[config.mk]
export PLATFORM = sky130hd
export DESIGN_NAME = program_store
export DESIGN_NICKNAME = d
export VERILOG_FILES = /design/src/rtl/program_store.sv
export SDC_FILE = /design/constraint.sdc
export NUM_CORES = 1
export LEC_CHECK = 0
export CORE_UTILIZATION = 45
export CTS_CLUSTER_SIZE = 8
export DETAILED_ROUTE_END_ITERATION = 8
export PLACE_DENSITY = 0.61
export SETUP_SLACK_MARGIN = 0.3
export SKIP_LAST_GASP = 1
export SYNTH_ARGS = -nofsm -noshare
export SYNTH_HDL_FRONTEND = slang
export SYNTH_SLANG_ARGS = --single-unit
[constraint.sdc]
create_clock -name clock -period 2.4 [get_ports clock]
set_input_delay 0.48 -clock clock [delete_from_list [all_inputs] [get_ports clock]]
set_output_delay 0.48 -clock clock [all_outputs]
set_load 0.01 [all_outputs]
[src/rtl/program_store.sv]
// rtl/program_store.sv - instruction store with run-time byte loader and HALT fill
module program_store #(
   parameter int         DEPTH   = 64,
   parameter logic [7:0] HALT_OP = 8'hC3
) (
   input  logic       clock,
   input  logic       reset,
   input  logic [7:0] instruction_address,
   output logic [7:0] instruction,
   input  logic       load_start,
   input  logic [7:0] load_data,
   input  logic       load_valid,
   output logic       load_ready,
   input  logic       load_end,
   output logic       cpu_hold,
   output logic       load_done,
   output logic [7:0] load_count,
   output logic [7:0] checksum
);

   // The write pointer carries one extra bit so it can represent DEPTH itself.
   localparam int         AW          = $clog2(DEPTH);
   localparam int         AWP         = AW + 1;
   localparam logic [AW:0] LAST_WORD  = AWP'(DEPTH - 1);
   localparam logic [AW:0] WPTR_ONE   = AWP'(1);
   localparam logic [8:0]  DEPTH_LIMIT = 9'(DEPTH);

   typedef enum logic [1:0] {
      S_FILL,
      S_IDLE,
      S_LOAD,
      S_DONE
   } state_t;

   state_t      r_state;
   state_t      w_state_next;
   logic [AW:0] r_wptr;
   logic [AW:0] w_wptr_next;
   logic [7:0]  r_load_count;
   logic [7:0]  w_load_count_next;
   logic [7:0]  r_checksum;
   logic [7:0]  w_checksum_next;
   logic        r_load_ready;
   logic        w_load_ready_next;
   logic        r_cpu_hold;
   logic        r_load_done;
   logic [7:0]  r_instruction;
   logic [7:0]  w_fetch_data;
   logic        w_we;
   logic [7:0]  w_wdata;
   logic        w_accept;
   logic        w_addr_in_range;

   logic [7:0]  r_mem [DEPTH];

   // Next-state, pointer/counter updates and memory write request for the loader FSM
   always_comb begin
      w_state_next      = r_state;
      w_wptr_next       = r_wptr;
      w_load_count_next = r_load_count;
      w_checksum_next   = r_checksum;
      w_we              = 1'b0;
      w_wdata           = HALT_OP;
      w_accept          = 1'b0;

      case (r_state)
         S_FILL: begin
            // One HALT word per cycle until the last word has been written.
            if (r_wptr <= LAST_WORD) begin
               w_we        = 1'b1;
               w_wdata     = HALT_OP;
               w_wptr_next = r_wptr + WPTR_ONE;
               if (r_wptr == LAST_WORD) begin
                  w_state_next = S_DONE;
               end
            end else begin
               w_state_next = S_DONE;
            end
         end

         S_IDLE: begin
            if (load_start) begin
               w_state_next      = S_LOAD;
               w_wptr_next       = '0;
               w_load_count_next = 8'd0;
               w_checksum_next   = 8'd0;
            end
         end

         S_LOAD: begin
            w_accept = load_valid & r_load_ready;
            if (w_accept) begin
               w_we              = 1'b1;
               w_wdata           = load_data;
               w_wptr_next       = r_wptr + WPTR_ONE;
               w_load_count_next = r_load_count + 8'd1;
               w_checksum_next   = r_checksum + load_data;
               // A full store needs no fill; a same-cycle end still counts the byte.
               if (r_wptr == LAST_WORD) begin
                  w_state_next = S_DONE;
               end else if (load_end) begin
                  w_state_next = S_FILL;
               end
            end else if (load_end) begin
               if (r_wptr > LAST_WORD) begin
                  w_state_next = S_DONE;
               end else begin
                  w_state_next = S_FILL;
               end
            end
         end

         S_DONE: begin
            w_state_next = S_IDLE;
         end

         default: begin
            w_state_next = S_FILL;
         end
      endcase
   end

   // Ready is a registered decode of the state being entered, never of load_valid.
   always_comb begin
      w_load_ready_next = (w_state_next == S_LOAD) && (w_wptr_next <= LAST_WORD);
   end

   // Fetch data: memory contents only while serving in IDLE and in range, HALT otherwise
   always_comb begin
      w_addr_in_range = ({1'b0, instruction_address} < DEPTH_LIMIT);
      w_fetch_data    = HALT_OP;
      if ((r_state == S_IDLE) && w_addr_in_range) begin
         w_fetch_data = r_mem[instruction_address[AW-1:0]];
      end
   end

   // State, pointer, status and fetch registers with asynchronous active-low reset
   always_ff @(posedge clock or negedge reset) begin
      if (!reset) begin
         r_state       <= S_FILL;
         r_wptr        <= '0;
         r_load_count  <= 8'd0;
         r_checksum    <= 8'd0;
         r_load_ready  <= 1'b0;
         r_cpu_hold    <= 1'b1;
         r_load_done   <= 1'b0;
         r_instruction <= HALT_OP;
      end else begin
         r_state       <= w_state_next;
         r_wptr        <= w_wptr_next;
         r_load_count  <= w_load_count_next;
         r_checksum    <= w_checksum_next;
         r_load_ready  <= w_load_ready_next;
         r_cpu_hold    <= (w_state_next != S_IDLE);
         r_load_done   <= (w_state_next == S_DONE);
         r_instruction <= w_fetch_data;
      end
   end

   // Storage array: not reset, the post-reset fill establishes its contents
   always_ff @(posedge clock) begin
      if (w_we) begin
         r_mem[r_wptr[AW-1:0]] <= w_wdata;
      end
   end

   assign instruction = r_instruction;
   assign load_ready  = r_load_ready;
   assign cpu_hold    = r_cpu_hold;
   assign load_done   = r_load_done;
   assign load_count  = r_load_count;
   assign checksum    = r_checksum;

endmodule

==> impl_results.md, run 1 <==
- Status: completed
- Post-Syn Area: 21770 µm²
- Final worst-path cycle share: 86.57%
- Die width: 221.9 µm
- R2r worst-path depth: 8
- Mapped Nets: 1118
- Fmax: roughly 480 MHz
- Reg-to-reg endpoint: r_mem[4][6]
- Max Fanout on Critical Path: 8
- Min Tclk post-route: roughly 2.1 ns
- Reg-to-reg startpoint: r_wptr[0]
- Sw frac: between 20% and 30%
- Largest net degree at the start of global routing: 65
- Compound-Gate Fraction of Synth Area: 2.989%
- PortBufs: 47
- P_int: ~18 mW
- Placeable Area: around 48000 µm²
- Flip-flop and latch count after synthesis: between 500 and 600
- Combinational family with the most area after synthesis: multiplexers
- Die Y: around 220 µm
- Mapped Avg Cell Area: 20.03 µm²
- Async S/R FF share, synth: ~6.6%
- Slew HR: between 30% and 40%
- Fraction of the mapped netlist area in adder cells: less than 1%
- Startpoint type of the worst setup path: input port
- Worst hold-check path type: input port to asynchronous set/reset pin
- Final core utilization: 56.72%
- Post-Synth Simple-Gate Area: 3.989%
- CTS buffer count: 78
- Reg power frac: approximately 46%
- Diode count: 0
- Comb power frac: 12.1%
- Slowest CP cell: mux4_2
- Post-detailed-route count of antenna-violating nets: 0
- H-tree Lvls: 3
- Clock skew: around 0.034 ns
- First-pass GRT wire length: 75.48 mm
- Unique masters post-synth: 57
- Switching power: about 5.4 mW
- Starting Density: a little under half
- DRT Wirelength: roughly 50 mm
- Max-slew violation count: 0
- Reg2reg setup slack: 0.34 ns
- Max-Cap Viols: 0
- Crit path max-delay family: multiplexers
- Via Count: 11420
- Critical path launch point: instruction_address[0]
- EDFF count, synth: a little over 500
- DRT iter0 DRCs: between 900 and 1000
- Clock power frac: between 40% and 50%
- CTS Hold Bufs: 0
- Final Hold Viols: 0
- Count of nets after finishing: between 1000 and 1500
- Number of global-route vias before repair: around 12000
- Critical path buffers and inverters: 4
- I/O pins: 48
- Final setup fails: 0
- GPL Wtd Cong: 0.8038
- Worst vdd ir: 542.1 µV
- DRT Pass-1 Iters: 5
- Sequential share of the synthesized area: 74.79%
- Leak: ~9.6 nW
- Worst-path clk slew: about 0.06 ns
- Rows: 80
- Post-synthesis mux area share: around 16%
- HPWL after DPL: ~32 mm
- Unrepaired setup endpoints after global routing: yes
- Crit-path max cell delay: 0.56 ns
- Crit path DAT: roughly 2.6 ns
- Clk sinks: between 500 and 600
- Critical path class: input port to register
- Clock tree buffer depth: 3
- Layout area overhead: 24.40%
- Die area: around 50000 µm²
- Crit. End Element: register
- Share of post-route cells with drive strength above 1: around a third
- Cell Chain, Critical Path: clkbuf_8 > buf_12 > buf_12 > buf_4 > mux4_2 > mux4_2 > o21ai_2 > nor2_1
- Post-Synthesis Cells: about 1100
- Post-route DRC: 0
- Area share of xor/xnor cells in the synthesized design: 0.4426%
- DR WL/cell: 24.99 µm
- Ys Warns: 0
- Total gr overflow: 0
- Worst Path Required: 2.89 ns
- Initial antenna violation count: 0
- Worst Tran Pin Value: between 0.9 and 1 ns
- CTS tree: yes
- Total GRT Usage: around a fifth
- PD cells: between 800 and 900 nW/µm²
- Final Total Pwr: roughly 24 mW
- Root buffer cell: clkbuf_16
- Prevailing post-synth register cell: edfxtp_1
- Vias per inst: 5.687
- Worst-Skew Late Latency: just under 0.6 ns
==> cells by family (layout without fill, tap and decap cells) <==
| kind of cell | after synthesis | after routing |
|---|---|---|
| compound gates | 98 | 98 |
| xor+xnor | 11 | 11 |
| fa+ha+maj | 10 | 10 |
| buf+inv | 65 | 371 |
| flops | 548 | 548 |
| mux | 165 | 165 |
| simple gates | 190 | 190 |
==> cells in the mapped netlist, drive strengths merged (10+ instances only) <==
master / number / area share, %
nand3: 12 / 0.28
mux2i: 18 / 0.83
a21oi: 17 / 0.39
dfrtp: 31 / 3.6
mux4: 140 / 14
nand2: 32 / 0.55
edfxtp: 512 / 71
nor2b: 11 / 0.32
o22ai: 10 / 0.29
o21ai: 25 / 0.57
nor2: 95 / 1.6
buf: 38 / 1.0
clkbuf: 20 / 0.34
==> sequential cells by signal, summed over array words and instances, names as in the netlist <==
signal / cells
r_mem: 512
r_state: 2
r_wptr: 7
cpu_hold: 1
instruction: 8
load_ready: 1
checksum: 8
load_done: 1
load_count: 8
==> metrics by stage <==
step / cells / instance area [µm²] / setup WS [ns] / hold WS, ns / TNS, ns
after global routing: 2008 / 27080 / 0.2791 / 0.1131 / 0
after floorplan: 1087 / 21880 / 0.1985 / 0.1844 / 0
final: 2008 / 27080 / 0.3224 / 0.05871 / 0
after CTS: 2002 / 26890 / 0.2755 / 0.07074 / 0
after global placement: 1881 / 24700 / -0.4840 / 0.4976 / -7.069
after detailed placement: 1881 / 24700 / -0.4663 / 0.5135 / -20.12
==> power by group through the flow <==
| stage | combinational [mW] | clock (mW) | sequential [mW] |
|---|---|---|---|
| 5_1_grt | 3.09 | 10.4 | 11.0 |
| 4_1_cts | 2.74 | 9.99 | 10.9 |
| 6_report | 2.87 | 9.81 | 10.9 |
| 3_3_place_gp | 2.69 | 0 | 11.1 |
| 2_1_floorplan | 1.40 | 0 | 11.1 |
| 3_5_place_dp | 2.71 | 0 | 11.1 |
==> metal layers <==
metal,GRT usage (%),part of all wire [%],up-vias
met5,0,0,-
met4,7.056,2.0,0
met3,3.313,5.7,75
met2,32.37,47,344
met1,30.73,45,6015
li1,-,-,4986
==> layout make-up <==
class | instances | area [µm²]
timing repair buffer | 243 | 2509
clock buffer | 120 | 2173
inverter | 7 | 26.28
sequential | 548 | 16290
multi-input combinational | 474 | 5314
tap | 615 | 769.5
clock inverter | 1 | 5.005
fill | 3546 | 20660
==> how the worst max path moves through the flow <==
stage	to	slack [ns]	cells past startpoint
after floorplan	r_mem[12][0]	0.20	7
after global placement	instruction[7]	-0.48	8
after detailed placement	instruction[0]	-0.47	8
after CTS	instruction[0]	0.28	8
after global routing	r_mem[4][6]	0.28	8
final	instruction[7]	0.32	8
==> cells in the final DEF, fill, tap and decap left out, types with 4 or more instances in the layout <==
| cell | count |
|---|---|
| mux2i_1 | 18 |
| a21oi_1 | 16 |
| mux2_2 | 7 |
| ha_1 | 8 |
| and2_2 | 4 |
| nor2_1 | 71 |
| buf_4 | 135 |
| a211oi_1 | 7 |
| nand3b_1 | 5 |
| dfrtp_1 | 28 |
| o22ai_1 | 10 |
| a21o_1 | 5 |
| a32oi_1 | 5 |
| dfstp_2 | 5 |
| xor2_1 | 9 |
| o21ai_0 | 20 |
| buf_12 | 40 |
| buf_6 | 22 |
| nor2_2 | 23 |
| nand2b_1 | 4 |
| clkdlybuf4s50_1 | 34 |
| nor3_1 | 7 |
| nor2b_1 | 10 |
| mux4_2 | 140 |
| dlygate4sd2_1 | 6 |
| clkbuf_1 | 39 |
| nand3_1 | 12 |
| inv_1 | 6 |
| edfxtp_1 | 512 |
| nand2_1 | 32 |
| nand2b_2 | 4 |
| clkbuf_16 | 81 |
| o21ai_2 | 4 |
==> repair_timing <==
action,in CTS,in global routing
buffers inserted,0,6
pin swaps,0,2
endpoints found under the setup margin,121,474
gates resized for setup,18,42
Note: power is estimated with default switching activity, not from simulation.
==> inputs of run 2 (changes only) <==
- CTS_CLUSTER_DIAMETER: default -> 200
- PLACE_DENSITY: 0.61 -> 0.59
- clock period: 2.4 -> 2.5 ns (I/O delays scaled with it)
==> run 2 against run 1 <==
Against the previous run: worst setup slack gained 0.034 ns; combinational power fell by 15%; sequential cell count did not move; clock power shrank 3.1%; largest cell class unchanged; largest power group unchanged; sequential share of layout area increased by 1.4 points; routed wire length up 0.31%; register-to-register slack improved by 0.04 ns; cell count decreased by 2.3%.
==> impl_results.md, run 2 (synthesis results as in run 1) <==
- Status: completed
- Count of nets after finishing: 1352 (-2.2%)
- Clock power frac: 42.2% (+0.7 points)
- Die Y: 221.9 µm (unchanged)
- Root buffer cell: clkbuf_16
- Switching power: 5.317 mW (-2.2%)
- Number of global-route vias before repair: 11730 (-1.2%)
- Worst-path clk slew: 0.05 ns (about the same)
- CTS buffer count: 78 (unchanged)
- Most frequent cells in the layout: edfxtp_1 (512), mux4_2 (140), buf_4 (134), nor2_1 (94), clkbuf_16 (79)
- Max-slew violation count: 0 (unchanged)
- DRT Pass-1 Iters: 5 (unchanged)
- Slew HR: 57.31% (+23 points)
- Postcts setup bufs: 0 (unchanged)
- Die width: 221.9 µm (unchanged)
- Max FFs per register: 512 (unchanged)
- Reg2reg setup slack: 0.38 ns (+0.04 ns)
- Worst vdd ir: 657.5 µV (+21%)
- Placeable Area: 47750 µm² (unchanged)
- Critical path class: register to output port
- Placed cells: 1855 (-1.4%)
- Pre-CTS setup slack: -0.2152 ns (+0.2511 ns)
- Reg-to-reg startpoint: r_wptr[0]
- Initial antenna violation count: 0 (unchanged)
- GPL Wtd Cong: 0.7950 (-1.1%)
- Fillers: 3591 (+1.3%)
- Rows: 80 (unchanged)
- Largest net degree at the start of global routing: 65 (unchanged)
- PD cells: 850.3 nW/µm² (-2.5%)
- Crit path DAT: 1.64 ns (-0.93 ns)
- Cell Chain, Critical Path: clkdlybuf4s50_1
- Sw frac: 23.61% (+0.59 points)
- Reg power frac: 46.9% (+0.6 points)
- Max-Cap Viols: 0 (unchanged)
- Clock skew: 0.02685 ns (-0.007148 ns)
- Unrepaired setup endpoints after global routing: yes
- Comb power frac: 10.9% (-1.2 points)
- Clk sinks: 548 (unchanged)
- Worst-Skew Late Latency: 0.62 ns (+0.03 ns)
- CTS tree: yes
- Min Tclk post-route: about 2.1 ns
- Met1 WL: 22.40 mm (-0.87%)
- First-pass GRT wire length: 76.02 mm (+0.72%)
- Clock tree buffer depth: 3 (unchanged)
- Hold slack: 0.4240 ns (+0.3653 ns)
- Total GRT Usage: 21.27% (+0.27 points)
- Reg-to-reg endpoint: r_mem[30][0]
- Startpoint type of the worst setup path: register
- Commonest non-fill, non-tap cell in the layout: edfxtp_1
- Final worst-path cycle share: 85.76%
- Met3 wire len: 3.093 mm (+8.2%)
- Diode count: 0 (unchanged)
- DR WL/cell: 25.67 µm (+2.7%)
- Max Fanout on Critical Path: 1 (-7)
- H-tree Lvls: 3 (unchanged)
- Worst Tran Pin Value: 0.6403 ns (-0.3399 ns)
- P_int: 17.20 mW (-5.4%)
- Critical path buffers and inverters: 1 (-3)
- Post-route DRC: 0 (unchanged)
- Layout area overhead: 21.64%
- Fmax: between 400 and 500 MHz
- Crit path max-delay family: flip-flops
- Share of post-route cells with drive strength above 1: 32.02% (-3.0 points)
- Leak: 9.299 nW (-3.0%)
- Slowest CP cell: dfstp_2
- PortBufs: 47 (unchanged)
- Post-detailed-route count of antenna-violating nets: 0 (unchanged)
- Fin cells: 1961 (-2.3%)
- Final Hold Viols: 0 (unchanged)
- Worst hold-check path type: input port to asynchronous set/reset pin
- Total gr overflow: 0 (unchanged)
- Final setup fails: 0 (unchanged)
- I/O pins: 48 (unchanged)
- DRT Wirelength: 50.33 mm (+0.31%)
- HPWL after DPL: 31.85 mm (+0.32%)
- Routed wl met2: 23.56 mm (-0.68%)
- Max layer used: met4
- Die area: 49260 µm² (unchanged)
- Crit-path max cell delay: 0.52 ns (-0.04 ns)
- Crit. End Element: output port
- Final Total Pwr: 22.52 mW (-4.7%)
- Vias per inst: 5.738 (+0.89%)
- R2r worst-path depth: 7 (-1)
- DRT iter0 DRCs: 1061 (+15%)
- Via Count: 11250 (-1.5%)
- Final worst-path setup slack: 0.3561 ns (+0.03371 ns)
- Starting Density: 45.59% (unchanged)
- Fin Setup TNS: 0 ns (unchanged)
- Worst Path Required: 2.00 ns (-0.89 ns)
-- run 2: cell count changes in the layout (fill, tap and decap cells not counted), sizes merged, moves of 3 or more --
cell	previous run	this run
clkdlybuf4s50	34	38
clkbuf	121	99
buf	200	168
clkinv	1	4
-- run 2: through the flow --
stage / cell area [µm²] / util [%]
global placement: 24230 / 50.74
CTS: 26420 / 55.34
finish: 26480 / 55.46
global route: 26480 / 55.46
detailed placement: 24230 / 50.74
floorplan: 21790 / -
-- run 2: layout make-up --
cell class | count | area [µm²] | area share (%)
Timing Repair Buffer | 212 | 2002 | 7.560
Clock inverter | 7 | 126.4 | 0.4772
Tap cell | 615 | 769.5 | 2.906
Clock buffer | 98 | 2048 | 7.734
Inverter | 7 | 26.28 | 0.09922
Multi-Input combinational cell | 474 | 5221 | 19.72
Sequential cell | 548 | 16290 | 61.51
-- run 2: how the worst max path moves through the flow --
stage	slack, ns	startpoint	depth (start not counted)	end
6_report	0.36	cpu_hold	1	cpu_hold
5_1_grt	0.30	r_wptr[0]	7	r_mem[6][3]
4_1_cts	0.32	cpu_hold	1	cpu_hold
3_5_place_dp	-0.22	instruction_address[0]	6	instruction[0]
3_3_place_gp	-0.29	instruction_address[0]	9	instruction[1]
2_1_floorplan	0.26	r_wptr[1]	7	r_mem[20][0]
-- run 2: power groups by stage --
stage | Combinational (mW) | Sequential, mW | Clock [mW]
2_1_floorplan | 1.30 | 10.7 | 0
3_3_place_gp | 2.38 | 10.7 | 0
3_5_place_dp | 2.40 | 10.7 | 0
4_1_cts | 2.43 | 10.5 | 9.70
5_1_grt | 2.65 | 10.6 | 10.0
6_report | 2.45 | 10.6 | 9.51
-- run 2: what timing repair did --
action                                 in CTS  in global routing
gates resized for setup                     9                 19
pin swaps                                   0                  1
hold buffers                                1                  0
endpoints found under the hold margin      18                  0
setup endpoints to repair                  49                479
-- run 2: per-layer routing --
metal	track usage, %	vias up
met2	32.54	354
met5	0	-
met4	7.684	0
met1	30.77	5900
li1	-	4917
met3	3.883	81
==> inputs of run 3 (changes only) <==
- GPL_ROUTABILITY_DRIVEN: default -> 0
==> results of run 3 <==
Final layout, timing and power as in run 2 (identical DEF).
